===== config.mk =====
export PLATFORM = sky130hd
export DESIGN_NAME = cursor_ctrl_gen
export DESIGN_NICKNAME = d
export VERILOG_FILES = /design/src/rtl/cursor_ctrl_gen.sv
export SDC_FILE = /design/constraint.sdc
export NUM_CORES = 1
export LEC_CHECK = 0
export CAP_MARGIN = 20
export CORE_MARGIN = 3
export CORE_UTILIZATION = 62
export DETAILED_ROUTE_END_ITERATION = 7
export PLACE_DENSITY = 0.94
export SLEW_MARGIN = 10
export SYNTH_ARGS = -nofsm -noshare
export SYNTH_HDL_FRONTEND = slang
export SYNTH_SLANG_ARGS = --single-unit

===== constraint.sdc =====
create_clock -name clk -period 8.55 [get_ports clk]
set_input_delay 2.565 -clock clk [delete_from_list [all_inputs] [get_ports clk]]
set_output_delay 2.565 -clock clk [all_outputs]
set_load 0.03 [all_outputs]

===== src/rtl/cursor_ctrl_gen.sv =====
// Crosshair cursor controller: button movement with hold-to-accelerate, frozen
// position copy, menu hit-testing with per-item toggle bits, and crosshair pixel flag.
module cursor_ctrl_gen #(
    parameter int COORD_W    = 12,
    parameter int H_RES      = 1280,
    parameter int V_RES      = 1024,
    parameter int ARM_LEN    = 10,
    parameter int RAMP_DLY   = 3,
    parameter int MAX_SPD    = 63,
    parameter int N_ITEMS    = 5,
    parameter int ITEM_X0    = 1110,
    parameter int ITEM_X1    = 1150,
    parameter int ITEM_Y0    = 691,
    parameter int ITEM_PITCH = 25,
    parameter int ITEM_H     = 20,
    parameter logic [N_ITEMS-1:0] ITEM_INIT = 5'h0F,
    localparam int SPD_W = $clog2(MAX_SPD + 1),
    localparam int IDX_W = (N_ITEMS > 1) ? $clog2(N_ITEMS) : 1
) (
    input  logic               clk,
    input  logic               rst_n,
    input  logic               en,
    input  logic               btn_l,
    input  logic               btn_r,
    input  logic               btn_u,
    input  logic               btn_d,
    input  logic               c_pulse,
    input  logic               freeze,
    input  logic               move_tick,
    input  logic               accel_tick,
    input  logic [COORD_W-1:0] vga_x,
    input  logic [COORD_W-1:0] vga_y,
    output logic [COORD_W-1:0] cursor_x,
    output logic [COORD_W-1:0] cursor_y,
    output logic [COORD_W-1:0] mem_x,
    output logic [COORD_W-1:0] mem_y,
    output logic [SPD_W-1:0]   speed,
    output logic               sel_valid,
    output logic [IDX_W-1:0]   sel_idx,
    output logic [N_ITEMS-1:0] item_state,
    output logic               pix_cursor
);

    localparam int CNT_W = (RAMP_DLY > 1) ? $clog2(RAMP_DLY + 1) : 1;

    localparam logic [1:0] ST_IDLE  = 2'd0;
    localparam logic [1:0] ST_RAMP  = 2'd1;
    localparam logic [1:0] ST_ACCEL = 2'd2;

    localparam logic [1:0] DIR_L = 2'd0;
    localparam logic [1:0] DIR_R = 2'd1;
    localparam logic [1:0] DIR_U = 2'd2;
    localparam logic [1:0] DIR_D = 2'd3;

    localparam logic [COORD_W-1:0]        X_CTR = COORD_W'(H_RES / 2);
    localparam logic [COORD_W-1:0]        Y_CTR = COORD_W'(V_RES / 2);
    localparam logic signed [COORD_W:0]   X_MAX = (COORD_W + 1)'(H_RES - 1);
    localparam logic signed [COORD_W:0]   Y_MAX = (COORD_W + 1)'(V_RES - 1);
    localparam logic signed [COORD_W:0]   ONE_S = (COORD_W + 1)'(1);
    localparam logic [SPD_W-1:0]          SPD_MAX = SPD_W'(MAX_SPD);
    localparam logic [CNT_W-1:0]          CNT_LAST = CNT_W'(RAMP_DLY - 1);
    localparam logic [COORD_W-1:0]        ARM = COORD_W'(ARM_LEN);

    // Clamp a signed candidate coordinate into [0, lim]; never wraps.
    function automatic logic [COORD_W-1:0] sat_coord(input logic signed [COORD_W:0] v,
                                                     input logic signed [COORD_W:0] lim);
        if (v[COORD_W])
            return '0;
        else if (v > lim)
            return lim[COORD_W-1:0];
        else
            return v[COORD_W-1:0];
    endfunction

    function automatic logic [COORD_W-1:0] abs_diff(input logic [COORD_W-1:0] a,
                                                    input logic [COORD_W-1:0] b);
        return (a >= b) ? (a - b) : (b - a);
    endfunction

    logic [1:0]             state;
    logic [1:0]             held_dir;
    logic [CNT_W-1:0]       ramp_cnt;
    logic [2:0]             btn_cnt;
    logic                   any_btn;
    logic                   one_dir;
    logic [1:0]             cur_dir;
    logic signed [COORD_W:0] step_s;
    logic signed [COORD_W:0] x_ext;
    logic signed [COORD_W:0] y_ext;
    logic [COORD_W-1:0]     nxt_x;
    logic [COORD_W-1:0]     nxt_y;
    logic                   sel_qual;
    logic                   hit;
    logic [IDX_W-1:0]       hit_idx;
    logic                   pix_hit;

    assign btn_cnt = {2'b00, btn_l} + {2'b00, btn_r} + {2'b00, btn_u} + {2'b00, btn_d};
    assign any_btn = btn_l | btn_r | btn_u | btn_d;
    assign one_dir = en && (btn_cnt == 3'd1);
    assign sel_qual = c_pulse && en && !any_btn;

    always_comb begin
        cur_dir = DIR_L;
        if (btn_r)
            cur_dir = DIR_R;
        else if (btn_u)
            cur_dir = DIR_U;
        else if (btn_d)
            cur_dir = DIR_D;
    end

    // Step uses the speed value before this edge's accel update.
    assign step_s = $signed({{(COORD_W + 1 - SPD_W){1'b0}}, speed}) + ONE_S;
    assign x_ext  = $signed({1'b0, cursor_x});
    assign y_ext  = $signed({1'b0, cursor_y});

    always_comb begin
        nxt_x = cursor_x;
        nxt_y = cursor_y;
        if (move_tick && one_dir) begin
            case (cur_dir)
                DIR_L:   nxt_x = sat_coord(x_ext - step_s, X_MAX);
                DIR_R:   nxt_x = sat_coord(x_ext + step_s, X_MAX);
                DIR_U:   nxt_y = sat_coord(y_ext - step_s, Y_MAX);
                default: nxt_y = sat_coord(y_ext + step_s, Y_MAX);
            endcase
        end
    end

    // Walk downwards so the lowest matching index is the one left standing.
    always_comb begin
        hit     = 1'b0;
        hit_idx = '0;
        for (int k = N_ITEMS - 1; k >= 0; k--) begin
            if ((int'(cursor_x) > ITEM_X0) && (int'(cursor_x) < ITEM_X1) &&
                (int'(cursor_y) > ITEM_Y0 + k * ITEM_PITCH) &&
                (int'(cursor_y) < ITEM_Y0 + k * ITEM_PITCH + ITEM_H)) begin
                hit     = 1'b1;
                hit_idx = IDX_W'(k);
            end
        end
    end

    assign pix_hit = ((vga_x == cursor_x) && (abs_diff(vga_y, cursor_y) <= ARM)) ||
                     ((vga_y == cursor_y) && (abs_diff(vga_x, cursor_x) <= ARM));

    // Speed FSM: any loss of a single steady direction drops straight back to IDLE.
    always_ff @(posedge clk or negedge rst_n) begin
        if (!rst_n) begin
            state    <= ST_IDLE;
            held_dir <= DIR_L;
            ramp_cnt <= '0;
            speed    <= '0;
        end else if (!one_dir || (state != ST_IDLE && cur_dir != held_dir)) begin
            state    <= ST_IDLE;
            ramp_cnt <= '0;
            speed    <= '0;
        end else begin
            case (state)
                ST_IDLE: begin
                    state    <= ST_RAMP;
                    held_dir <= cur_dir;
                    ramp_cnt <= '0;
                end
                ST_RAMP: begin
                    if (accel_tick) begin
                        if (ramp_cnt == CNT_LAST) begin
                            state    <= ST_ACCEL;
                            ramp_cnt <= '0;
                        end else begin
                            ramp_cnt <= ramp_cnt + 1'b1;
                        end
                    end
                end
                ST_ACCEL: begin
                    if (accel_tick && speed != SPD_MAX)
                        speed <= speed + 1'b1;
                end
                default: begin
                    state    <= ST_IDLE;
                    ramp_cnt <= '0;
                    speed    <= '0;
                end
            endcase
        end
    end

    always_ff @(posedge clk or negedge rst_n) begin
        if (!rst_n) begin
            cursor_x <= X_CTR;
            cursor_y <= Y_CTR;
            mem_x    <= X_CTR;
            mem_y    <= Y_CTR;
        end else begin
            cursor_x <= nxt_x;
            cursor_y <= nxt_y;
            if (!freeze) begin
                mem_x <= cursor_x;
                mem_y <= cursor_y;
            end
        end
    end

    always_ff @(posedge clk or negedge rst_n) begin
        if (!rst_n) begin
            sel_valid  <= 1'b0;
            sel_idx    <= '0;
            item_state <= ITEM_INIT;
            pix_cursor <= 1'b0;
        end else begin
            sel_valid  <= sel_qual && hit;
            pix_cursor <= en && pix_hit;
            if (sel_qual && hit) begin
                sel_idx    <= hit_idx;
                item_state <= item_state ^ (N_ITEMS'(1) << hit_idx);
            end
        end
    end

endmodule


==> results.cfg <==
[run_status]
status = finished, final reports clean

[logic_synthesis]
syn_area_per_cell_sq_um = 7.86
seq_area_frac_synth_pct = 23.4
synth_seq_cells = 70
synth.most_common_cell = a21oi_1
synth_area_leader_cell = dfrtp_1
yosysWarningCount = 0
synthArstFlopShare_pct = 100
synth.distinct_cells = 82
synth_top_area_share_pct = 19.9
synth.net_count = 1084
synth.area.top_cells = dfrtp_1 20%, ha_1 14%, a21oi_1 5.8%
synth-edff-count = 0
synth_commonest_cells = 88 x a21oi_1, 86 x nand2_1, 82 x ha_1, 77 x inv_1
postSynthCellCount = 958
synth_area_sq_um = 7530
ys.flop_type = dfrtp_1

[layout]
fillers = 856
area_delta_synth_final_pct = 16.8
layout.nets = 1154
multiInputGateArea_sq_um = 5300
fin_cells = 1176
regArea_sq_um = 1760
drive_gt1_share_pct = 4.45
diodes = 0

[setup_path]
slowest_stage = clkdlybuf4s50_1
crit_fanout = 18
crit_path_start_kind = input pin
worstPathArrival_ps = 6340
worstPathCellList = clkdlybuf4s50_1, inv_1, fa_1, inv_1, ha_1, ha_1, nor4bb_1, buf_4, nand3_1, nand3b_1, a31o_2, o31ai_1
slowest_delay_ps = 660
path_delay_family = simple AND/OR/NAND/NOR gates
cp_data_required_time_ps = 8800
crit_buf_inv = 4
end_kind = flop
critPathKind = input pin to flop

[place]
dp.cells = 1159
dp_hpwl_um = 16800
port_buffers = 98
gp_congestion = 1.01

[clock_network]
cts_made_buffers = 9
insertion_delay_ps = 350
clockBufferDepth = 2
path_clk_slew_ps = 60
root_buffer = clkbuf_16
cts_tree = built
cts_setup_buffers = 0
cts_resized = 0
cts_sinks = 70
cts_max_level = 3
cts_hold_buf = 0

[die]
chipHeight_um = 116
initial_core_util_pct = 64.6
num_rows = 39
ioPinCount = 99
dieArea_sq_um = 13500
core-area_sq_um = 11700
die-width_um = 116

[run]
max_cap_viol_count = 0

[route]
drt-pass1-iter-count = 6
wl_per_cell_um = 18.9
drt-met1-wl_um = 9600
dr_total_vias = 7643
route.met3.wl_um = 1770
top_layer = met4
dr_wl_met2_um = 10300
vias_per_cell = 6.50
drt-total-wl_um = 22200
drtIter0Drc = 850
drt.antenna.violating_nets = 0
drc = 0

[power_and_ir_drop]
p_leak_nw = 3.92
power_density_nw_per_um2 = 334
power_mw = 2.94
peakVddDrop_uv = 193

[timing]
rsz0062_at_grt = false
finalHoldWorstSlack_ps = 471
setup_viol = 0
hold_violations = 0
fmax_mhz = 164
fin_crit_ps = 6090
skew_ps = 7.37
max_slew_margin_pct = 37.6
fin_crit_sh_pct = 71.3
setup_tns_ps = 0
slew_viol_final = 0
tightest_slew_ps = 935

[grt]
overflow = 0
grt_pass1_vias = 7149
grt_first_pass_wirelength_um = 35400
grt_use_total_pct = 32.9
grt_max_degree = 71
antenna_found_initial = 0

[min_path]
hp-class = flop to flop
-- worst paths after layout --
path	from	to	slack (ps)	cells after the start
worst max-delay path	btn_r	cursor_y[7]	2460	12
worst min-delay path	item_state[4]	item_state[4]	470	1
worst max register to register	speed[0]	cursor_x[4]	4210	14
worst min register to register	item_state[4]	item_state[4]	470	1
max in group asynchronous	rst_n	mem_y[2]	5580	1
min in group asynchronous	rst_n	cursor_x[10]	2320	1
-- state kept, by name, summed over array words and instances (netlist names) --
name,flops
mem_x,12
sel_valid,1
pix_cursor,1
held_dir,2
sel_idx,3
cursor_x,12
mem_y,12
ramp_cnt,2
cursor_y,12
speed,6
state,2
item_state,5
-- final cells by class --
class / count / area share (%)
timing repair buffer: 101 / 11.3
clock inverter: 4 / 0.270
multi-input combinational: 768 / 60.2
tap: 143 / 2.03
sequential: 70 / 20.0
inverter: 78 / 3.33
clock buffer: 12 / 2.80
-- metrics by stage --
step / utilization, % / setup slack (ps) / cell area, sq um
floorplan: - / 3040 / 7530
global placement: 73.1 / 2320 / 8530
detailed placement: 73.1 / 2190 / 8530
CTS: 75.4 / 2520 / 8800
global route: 75.5 / 2270 / 8800
finish: 75.5 / 2460 / 8800
-- routing by layer --
metal / vias to the layer above / track usage, %
met5: - / 0
met2: 409 / 52.3
li1: 3579 / -
met1: 3596 / 45.8
met4: 0 / 10.9
met3: 59 / 5.65
-- logic make-up after synthesis --
kind of cell | after synthesis | synth area share (%)
DFF | 70 | 23.4
and+or+nand+nor | 304 | 19.7
muxes | 18 | 2.44
AOI/OAI and AO/OA | 311 | 27.0
xor gates and xnor gates | 44 | 5.12
buffers and inverters | 120 | 6.28
adders and majority gates | 91 | 16.0
-- cells in the final DEF (no fill, tap or decap), types with 20 or more instances in the layout --
cell type,synthesis,layout
a21oi_1,88,88
clkdlybuf4s50_1,0,97
dfrtp_1,60,60
ha_1,82,82
inv_1,77,77
nand2_1,86,86
nand3_1,25,25
nor2_1,75,75
nor2b_1,20,20
nor3_1,25,25
o21ai_0,75,75
xnor2_1,30,30
-- worst reg2reg max path: cells and delay by family (launching register included) --
kind                       cells  cell delay (ps)
adders and majority gates      2              700
xor gates and xnor gates       1              340
AOI/OAI and AO/OA              4             1500
and+or+nand+nor                5              880
buffers and inverters          2              360
DFF                            1              460
-- power breakdown --
part	internal, mW	switching [mW]
logic	0.788	1.17
clock network	0.203	0.148
registers	0.423	0.201
Note: power is estimated with default switching activity, not from simulation.
